File: src/rtl/fetch_stall_ctrl.sv
// Memory-side fetch responder: multi-cycle access model, redirect abort, end-of-program drain and halt.
// Optional busy-cycle statistics enabled by defining FETCH_STALL_STATS_EN.
module fetch_stall_ctrl #(
    parameter int unsigned LATENCY      = 4,
    parameter logic [31:0] HALT_PC      = 32'h80088008,
    parameter int unsigned DRAIN_CYCLES = 2
) (
    input  logic        clk,
    input  logic        rst,
    input  logic        req,
    input  logic [31:0] next_pc,
    input  logic        jbr_taken,
    output logic        stall,
    output logic        fetch_valid,
    output logic [31:0] fetch_addr,
    output logic        halt,
    output logic [31:0] busy_cycles
);

    typedef enum logic [1:0] {
        S_IDLE,
        S_WAIT,
        S_DRAIN,
        S_HALTED
    } state_t;

    localparam logic [7:0] WAIT_LAST  = 8'(LATENCY - 1);
    localparam logic [7:0] DRAIN_LAST = 8'(DRAIN_CYCLES);

    state_t      state_q, state_d;
    logic [7:0]  wait_cnt_q, wait_cnt_d;
    logic [7:0]  drain_cnt_q, drain_cnt_d;
    logic        stall_d, fetch_valid_d, halt_d;
    logic [31:0] fetch_addr_d;

    always_ff @(posedge clk) begin
        if (rst) begin
            state_q     <= S_IDLE;
            wait_cnt_q  <= '0;
            drain_cnt_q <= '0;
            stall       <= 1'b0;
            fetch_valid <= 1'b0;
            halt        <= 1'b0;
            fetch_addr  <= '0;
        end else begin
            state_q     <= state_d;
            wait_cnt_q  <= wait_cnt_d;
            drain_cnt_q <= drain_cnt_d;
            stall       <= stall_d;
            fetch_valid <= fetch_valid_d;
            halt        <= halt_d;
            fetch_addr  <= fetch_addr_d;
        end
    end

    // Outputs are computed as next-cycle values so every port is a flop.
    always_comb begin
        state_d       = state_q;
        wait_cnt_d    = wait_cnt_q;
        drain_cnt_d   = drain_cnt_q;
        stall_d       = 1'b0;
        fetch_valid_d = 1'b0;
        halt_d        = 1'b0;
        fetch_addr_d  = fetch_addr;
        unique case (state_q)
            S_IDLE: begin
                if (req && next_pc == HALT_PC) begin
                    fetch_addr_d = next_pc;
                    drain_cnt_d  = '0;
                    state_d      = S_DRAIN;
                end else if (req) begin
                    fetch_addr_d = next_pc;
                    wait_cnt_d   = '0;
                    stall_d      = 1'b1;
                    state_d      = S_WAIT;
                end
            end
            S_WAIT: begin
                // A redirect beats completion, even on the last wait cycle.
                if (jbr_taken) begin
                    state_d = S_IDLE;
                end else if (wait_cnt_q == WAIT_LAST) begin
                    fetch_valid_d = 1'b1;
                    state_d       = S_IDLE;
                end else begin
                    wait_cnt_d = wait_cnt_q + 8'd1;
                    stall_d    = 1'b1;
                end
            end
            S_DRAIN: begin
                if (drain_cnt_q == DRAIN_LAST) begin
                    halt_d  = 1'b1;
                    stall_d = 1'b1;
                    state_d = S_HALTED;
                end else begin
                    drain_cnt_d = drain_cnt_q + 8'd1;
                end
            end
            S_HALTED: begin
                halt_d  = 1'b1;
                stall_d = 1'b1;
            end
            default: begin
                state_d = S_IDLE;
            end
        endcase
    end

`ifdef FETCH_STALL_STATS_EN
    logic [31:0] busy_q;

    always_ff @(posedge clk) begin
        if (rst) begin
            busy_q <= '0;
        end else if (state_q == S_WAIT && busy_q != '1) begin
            busy_q <= busy_q + 32'd1;
        end
    end

    assign busy_cycles = busy_q;
`else
    assign busy_cycles = '0;
`endif

endmodule

File: config.mk
export PLATFORM = sky130hd
export DESIGN_NAME = fetch_stall_ctrl
export DESIGN_NICKNAME = d
export VERILOG_FILES = /design/src/rtl/fetch_stall_ctrl.sv
export SDC_FILE = /design/constraint.sdc
export NUM_CORES = 1
export LEC_CHECK = 0
export BUFFER_PORTS_ARGS = -buffer_cell sky130_fd_sc_hd__buf_2
export CAP_MARGIN = 5
export CORE_UTILIZATION = 45
export CTS_BUF_LIST = sky130_fd_sc_hd__clkbuf_2 sky130_fd_sc_hd__clkbuf_4 sky130_fd_sc_hd__clkbuf_8
export DETAILED_ROUTE_END_ITERATION = 6
export GPL_TIMING_DRIVEN = 0
export PLACE_DENSITY_LB_ADDON = 0.15
export SLEW_MARGIN = 20
export SYNTH_ARGS = -nofsm -noshare
export SYNTH_HDL_FRONTEND = slang
export SYNTH_SLANG_ARGS = --single-unit
export TNS_END_PERCENT = 50
File: constraint.sdc
create_clock -name clk -period 1.75 [get_ports clk]
set_input_delay 0.0875 -clock clk [delete_from_list [all_inputs] [get_ports clk]]
set_output_delay 0.0875 -clock clk [all_outputs]
set_load 0.02 [all_outputs]
After elaboration in Yosys (flattened, before gate mapping)
Index checks and enable logic that the tools add are counted.
Operators by class
  $add $sub $neg: 2
  equality and inequality tests: 15
  muxes and demuxes: 24
  bitwise gates (word level): 1
  reductions and logical operators: 11
Operators by type and width (number)
  $mux W32: 2
  $mux W8: 6
  $eq A32 B32 Y1 const B: 1
  $pmux W8 S2: 2
  $add A8 B1 Y8 const B: 2
  $eq A8 B2 Y1 const B: 2
  $ne A2 B2 Y1 const B: 7
  $mux W2: 5
  $mux W1: 6
  $ne A3 B3 Y1 const B: 2
  $pmux W2 S3: 1
  $reduce_bool A2 Y1: 3
  $reduce_and A5 Y1: 1
  $eq A2 B2 Y1 const B: 2
  $pmux W1 S4: 1
  $reduce_and A4 Y1: 1
  $reduce_and A3 Y1: 1
  $reduce_bool A3 Y1: 1
  $reduce_or A3 Y1: 1
  $eq A2 B1 Y1 const B: 1
  $logic_not A2 Y1: 1
  $pmux W1 S2: 1
  $reduce_and A2 Y1: 1
  $logic_and A1 B1 Y1: 1
  $not A1 Y1: 1
Storage, ports and cells
  bits in registers: 53
  input bits: 36
  output and inout bits: 67
  word-level logic and storage cells: 60

Depth between registers and ports, before layout
Gate-level depths: netlist of run 1.
  depth after elaboration: 4
  gate-level depth with buffers: 8
  gate-level depth less buffers: 7

Worst setup path after synthesis of run 1
Ideal clock, no wire load.
  kind: register -> register
  start: reg wait_cnt_q[0]
  end: reg wait_cnt_q[6]
  arrival time: 1.842 ns
  required time: 1.662 ns
  slack: -0.180 ns
  cell stages (with the launch flop): 8
  buffers on the path: 1
  period minus slack after synthesis: 1.930 ns
  cells stage by stage: dfxtp_1 -> ha_1 -> nor4b_2 -> a21oi_4 -> a21oi_2 -> or4_1 -> buf_2 -> o32ai_2
Between the ends
  word-level cells in the longest chain between the ends: 4
  elaborated cells between the ends (all ways): 7
Ends and longest elaborated chain
  start: declaration: RTL line 31  | logic [7:0] wait_cnt_q, wait_cnt_d;
  start signal: assignment: RTL line 47  | wait_cnt_q <= wait_cnt_d;
  $add A8 B1 Y8: RTL line 86  | wait_cnt_d = wait_cnt_q + 8'd1;
  $mux W8: RTL line 82  | end else if (wait_cnt_q == WAIT_LAST) begin
  $mux W8: RTL line 80  | if (jbr_taken) begin
  $pmux W8 S2: RTL line 65  | unique case (state_q)
Several ways; a longest one is shown, not always the timed one. The select of a mux whose other input is x is not followed.
A chain may end at the register's enable or synchronous reset.

Worst setup path in the final report of run 1
Same ends and word-level chain as after synthesis.

==> out/results.tsv, run 1 <==
stage	metric	value	unit
clock_tree	cts_buffer_depth	2	
power	power.switching	1620	uW
yosys	synth.avg_cell_area	8.04	um2
routing	wl	6.34	mm
sta	relSlewSlack	65.5	%
status	violations	setup timing	
critical_path	worstPathMaxFanout	7	
yosys	synth_seq_cells	53	
global_route	grt_usage	21.0	%
finish	diodes	0	
critical_path	ff2ff_path_depth	6	
critical_path	start_kind	register	
finish	area_growth_syn_to_layout	35.7	%
clock_tree	cts_tree	yes	
sta	min_period	1.78	ns
global_route	antenna_found_initial	0	
floorplanning	die_x	77.8	um
yosys	ys_types	40	
yosys	async_flop_share	0	%
power	leakagePower	0.00156	uW
critical_path	ff2ff_setup_slack	-0.03	ns
clock_tree	clk_latency	0.30	ns
yosys	synth_xor_area_share	0	%
floorplanning	core_area	5540	um2
sta	worst_slack	-0.0336	ns
power	pwr-share-comb	44.2	%
floorplanning	start_util	46.7	%
sta	worst_pin_slew	0.517	ns
sta	timing.fmax	561	MHz
global_route	grt_pass1_vias	2220	
placed_design	io_buffers	70	
global_route	grt_pass1_wl	10.2	mm
routing	vias	2566	
sta	slew_violations	0	
routing	postRouteAntennaNets	0	
yosys	yosys.area_share.adder	3.38	%
floorplanning	rows	27	
routing	viasPerCell	5.00	
yosys	syn_area	2590	um2
floorplanning	io_pins	103	
critical_path	worstSetupEndpoint	wait_cnt_q[6]$_SDFFE_PP0P_	
power	p_sw_share	38.6	%
yosys	synthCells	322	
sta	hold_viol_final	0	
sta	tns	-0.0577	ns
floorplanning	die-area	6060	um2
sta	setup_viol	2	
yosys	synthMuxAreaShare	0	%
placed_design	hpwl	4.46	mm
critical_path	crit_path_frequent_cell	a21oi_4	
clock_tree	cts_made_buffers	5	
routing	wire_per_inst	12.4	um
yosys	seq_area_frac_synth	41.0	%
finish	layout-drive-gt1-share	34.7	%
clock_tree	cts.sink_count	53	
clock_tree	path_clk_slew	0.10	ns
floorplanning	die_h	77.8	um
critical_path	worst_ep_required_time	1.98	ns
routing	first_pass_iters	4	
placed_design	gp_congestion	0.786	
routing	drc	0	
critical_path	worst-setup-path-type	reg2reg	
hold_path	hold_class	in2reg	
power	ir_worst_vdd	548	uV
power	clkPwrFrac	20.2	%
yosys	synth_warnings	0	
status	status	complete, but fails checks	
critical_path	arrival	2.01	ns
placed_design	dpl_worst_slack	-0.272	ns
routing	drt-initial-drc-count	140	
yosys	synth-main-ff-cell	dfxtp_1	
yosys	synth_edf_count	0	
clock_tree	cts-root-buf	clkbuf_8	
critical_path	end_kind	register	
clock_tree	hold_buffers	0	
power	p_int	2580	uW
critical_path	path_cells	ha_4, nor4b_4, a21oi_4, a21oi_4, or4_4, o32ai_2	
finish	layout_common_cells	buf_2, nand2_1, dfxtp_1, buf_4, a21oi_1	
critical_path	r2r_start	wait_cnt_q[0]$_SDFFE_PP0P_	
power	seq_power_share	35.6	%
power	p_per_area	1190	nW/um2
critical_path	crit_start	wait_cnt_q[0]$_SDFFE_PP0P_	
critical_path	crit_path_top_delay_cell	or4_4	
global_route	grt_overflow	0	
finish	finalNetCount	483	
sta	clock_skew	0.00714	ns
yosys	synth_compound_area_share	19.3	%
yosys	synth_top_family_by_area	simple AND/OR/NAND/NOR gates	
sta	min_period_over_period	102	%
critical_path	max_stage_delay	0.61	ns
job	maxCapViolCount	0	
critical_path	r2r-end	wait_cnt_q[6]$_SDFFE_PP0P_	
global_route	grt_max_degree	17	
yosys	synth-simple-area-share	22.9	%
finish	mostFrequentLayoutCell	buf_2	
clock_tree	h-tree-depth	2	
sta	rsz0062_at_grt	true	
[sequential cells by signal, summed over array words and instances, names as in the netlist]
name and flops:
drain_cnt_q 8, fetch_addr 32, fetch_valid 1, halt 1, stall 1, state_q 2
wait_cnt_q 8
[final cells by class]
class | count | area (um2)
buffer | 44 | 289
clock buffer | 6 | 76.3
clock inverter | 2 | 38.8
fill | 515 | 2030
inverter | 14 | 57.6
multi-input combinational | 241 | 1460
sequential | 53 | 1070
tap | 72 | 90.1
timing repair buffer | 81 | 433
[worst max-delay path: cells and delay by family, from the launching register on]
kind / cells / cell delay [ns]
simple gates: 2 / 0.75
compound gates: 3 / 0.45
flops: 1 / 0.36
fa+ha+maj: 1 / 0.16
[power by group through the flow]
stage                     clock, uW  sequential [uW]  combinational [uW]
after global routing            923             1520                2020
after detailed placement          0             1520                1510
after floorplan                   0             1680                 940
after global placement            0             1510                1500
final                           848             1490                1850
after CTS                       871             1490                1660
[Yosys cell counts, types with 2 or more instances]
cell type	count	area share [%]
a21oi_1	33	6.4
clkbuf_1	12	1.7
a2111oi_0	5	1.7
nor3_1	6	1.2
inv_1	14	2.0
nand3_1	11	2.1
dfxtp_1	53	41
nor4_1	4	0.97
nor2_1	9	1.3
a31oi_1	3	0.73
o31ai_1	3	0.87
nand2b_1	6	1.5
and3_1	3	0.73
nand2_1	70	10
nand4_1	2	0.48
o311ai_0	2	0.68
ha_1	7	3.4
o21ai_0	16	3.1
buf_4	32	9.3
o32ai_1	5	1.7
or4_1	2	0.58
nor4b_1	5	1.7
or3_1	2	0.48
[logic make-up (layout without fill, tap and decap cells)]
group	after synthesis	after routing
and+or+nand+nor	125	125
AOI/OAI and AO/OA	77	77
buffers and inverters	59	147
DFF	53	53
adders and majority gates	7	7
other	1	32
[how the worst min path moves through the flow]
stage,startpoint,endpoint,slack [ns],cells past startpoint
finish,next_pc[10],fetch_addr[10]$_SDFFE_PP0P_,0.02,3
global route,next_pc[10],fetch_addr[10]$_SDFFE_PP0P_,0.006,3
CTS,next_pc[19],fetch_addr[19]$_SDFFE_PP0P_,0.01,3
detailed placement,next_pc[19],fetch_addr[19]$_SDFFE_PP0P_,0.34,3
global placement,next_pc[27],fetch_addr[27]$_SDFFE_PP0P_,0.34,3
floorplan,next_pc[0],fetch_addr[0]$_SDFFE_PP0P_,0.22,2
[metal layers]
layer / GRT usage, % / routed length (um) / vias to the layer above
li1: - / - / 1296
met5: 0 / 0 / -
met4: 6.42 / 63 / 0
met2: 34.8 / 3150 / 85
met1: 27.3 / 2820 / 1177
met3: 4.47 / 307 / 8
[stage by stage]
step                cells  cell area, um2  util [%]  total power, uW  hold slack, ns
finish                513            3510      63.4             4200          0.0193
global route          513            3510      63.4             4460         0.00630
CTS                   510            3430      61.9             4020          0.0108
detailed placement    495            3210      57.9             3030           0.344
global placement      495            3210      57.9             3010           0.341
floorplan             353            2770         -             2620           0.224
[timing repair]
action	CTS	global route
gates cloned	0	0
resized for setup	14	21
endpoints found under the setup margin	46	47
pin swaps	7	6
setup buffers	8	3
No activity file was read; power rests on OpenSTA's default activity.
==> inputs of run 2 (changes only) <==
- HOLD_SLACK_MARGIN: unset -> 0.1
==> out/results.tsv, run 2 (synthesized netlist as in run 1, its figures left out) <==
stage	metric	value	unit	change
finish	largest_register	fetch_addr		
placed_design	hpwl	4.46	mm	unchanged
sta	timing.fmax	562	MHz	+0.17%
clock_tree	cts_made_buffers	5		unchanged
finish	finalNetCount	516		+6.8%
job	maxCapViolCount	0		unchanged
floorplanning	die_h	77.8	um	unchanged
sta	hold_viol_final	0		unchanged
clock_tree	clk_latency	0.31	ns	about the same
finish	mostFrequentLayoutCell	buf_2		
status	violations	setup timing		
global_route	grt_pass1_vias	2485		+12%
critical_path	crit_path_frequent_cell	a21oi_4		
clock_tree	cts_tree	yes		
clock_tree	cts_buffer_depth	2		unchanged
clock_tree	h-tree-depth	2		unchanged
finish	fill_cells	470		-8.7%
floorplanning	start_util	46.7	%	unchanged
critical_path	r2r_start	wait_cnt_q[0]$_SDFFE_PP0P_		
power	leakagePower	0.00170	uW	+8.8%
critical_path	cp_top_family	simple AND/OR/NAND/NOR gates		
critical_path	ff2ff_path_depth	6		unchanged
critical_path	worst_ep_required_time	1.98	ns	about the same
sta	worst_pin_slew	0.555	ns	+0.0374 ns
sta	setup_viol	2		unchanged
clock_tree	path_clk_slew	0.10	ns	about the same
global_route	antenna_found_initial	0		unchanged
status	status	complete, but fails checks		
critical_path	arrival	2.02	ns	about the same
placed_design	io_buffers	70		unchanged
placed_design	place_inst	495		unchanged
critical_path	cp.buffers_inverters	0		unchanged
sta	tns	-0.0407	ns	+0.0171 ns
floorplanning	core_area	5540	um2	unchanged
routing	wl	7.20	mm	+14%
critical_path	end_kind	register		
routing	drt-initial-drc-count	108		-23%
finish	layout_common_cells	buf_2, nand2_1, dfxtp_1, buf_4		
sta	relSlewSlack	63.0	%	-2.5 points
routing	wire_per_inst	13.2	um	+6.8%
sta	min_period_over_period	102	%	-0.17 points
critical_path	crit_start	wait_cnt_q[0]$_SDFFE_PP0P_		
critical_path	crit_path_top_delay_cell	or4_4		
routing	viasPerCell	5.04		+0.73%
floorplanning	die_x	77.8	um	unchanged
global_route	grt_max_degree	17		unchanged
critical_path	worst-path-stages	6		unchanged
routing	postRouteAntennaNets	0		unchanged
sta	rsz0062_at_grt	true		
clock_tree	cts.sink_count	53		unchanged
critical_path	start_kind	register		
finish	reg_top3	fetch_addr: 32 flops, drain_cnt_q: 8 flops, wait_cnt_q: 8 flops		
critical_path	worst-setup-path-type	reg2reg		
floorplanning	die-area	6060	um2	unchanged
finish	stdcell_count	546		+6.4%
finish	final_util	69.4	%	+6.0 points
power	ir_worst_vdd	646	uV	+18%
floorplanning	io_pins	103		unchanged
placed_design	gp_congestion	0.786		unchanged
finish	diodes	0		unchanged
routing	first_pass_iters	4		unchanged
global_route	grt_overflow	0		unchanged
sta	min_period	1.78	ns	-0.00297 ns
critical_path	worstPathMaxFanout	7		unchanged
floorplanning	rows	27		unchanged
critical_path	worstSetupEndpoint	wait_cnt_q[6]$_SDFFE_PP0P_		
critical_path	r2r-end	wait_cnt_q[6]$_SDFFE_PP0P_		
sta	clock_skew	0.00861	ns	+0.00148 ns
routing	vias	2751		+7.2%
sta	slew_violations	0		unchanged
hold_path	hold_class	in2reg		
routing	drc	0		unchanged
global_route	grt_usage	23.7	%	+2.6 points
clock_tree	cts-root-buf	clkbuf_8		
global_route	grt_pass1_wl	11.5	mm	+13%
critical_path	ff2ff_setup_slack	-0.03	ns	about the same
finish	area_growth_syn_to_layout	48.5	%	
power	p_per_area	1110	nW/um2	-6.7%
sta	worst_slack	-0.0306	ns	+0.00297 ns
critical_path	max_stage_delay	0.61	ns	about the same
finish	largest_register_ffs	32		unchanged
finish	layout-drive-gt1-share	32.3	%	-2.4 points
critical_path	path_cells	ha_4, nor4b_4, a21oi_4, a21oi_4, or4_4, o32ai_2		
## run 2: per-stage QoR
step                      setup WS, ns  hold slack, ns  total power (uW)  cell area [um2]
after floorplan                -0.0333           0.224              2620             2770
after global placement          -0.247           0.341              3010             3210
after detailed placement        -0.272           0.344              3030             3210
after CTS                      -0.0680           0.157              4080             3760
after global routing           -0.0923           0.191              4520             3840
final                          -0.0306           0.184              4280             3840
## run 2: layout make-up
type	count	area (um2)	share of cell area [%]
tap	72	90.1	2.34
inverter	14	57.6	1.50
sequential	53	1070	27.9
timing repair buffer	114	763	19.9
clock buffer	6	76.3	1.99
buffer	44	289	7.52
clock inverter	2	38.8	1.01
multi-input combinational	241	1460	37.9
## run 2: power breakdown
part	internal [uW]	switching, uW	total, uW
logic	786	1140	1930
clock network	445	410	856
registers	1390	110	1500
## run 2: what timing repair did
item                                   in CTS  in global routing
setup endpoints to repair                  46                 47
buffers inserted                            8                  3
hold buffers                               33                  0
endpoints found under the hold margin      33                  0
pin swaps                                   7                  6
resized for setup                          14                 21
## run 2: tightest hold or removal path: stages
cell	delay, ns
buf_2	0.15
o21ai_0	0.09
a221oi_1	0.11
## run 2: layer usage
layer | up-vias | GRT usage (%) | routed length, um
met5 | - | 0 | 0
met4 | 0 | 6.42 | 74
met3 | 6 | 4.12 | 346
met2 | 87 | 41.9 | 3750
met1 | 1294 | 29.3 | 3030
li1 | 1364 | - | -
## run 2: how the worst min path moves through the flow
stage | startpoint | endpoint | slack (ns) | cells past startpoint
after global placement | next_pc[27] | fetch_addr[27]$_SDFFE_PP0P_ | 0.34 | 3
after global routing | req | stall$_SDFF_PP0_ | 0.19 | 3
after floorplan | next_pc[0] | fetch_addr[0]$_SDFFE_PP0P_ | 0.22 | 2
final | req | stall$_SDFF_PP0_ | 0.18 | 3
after detailed placement | next_pc[19] | fetch_addr[19]$_SDFFE_PP0P_ | 0.34 | 3
after CTS | req | stall$_SDFF_PP0_ | 0.16 | 3
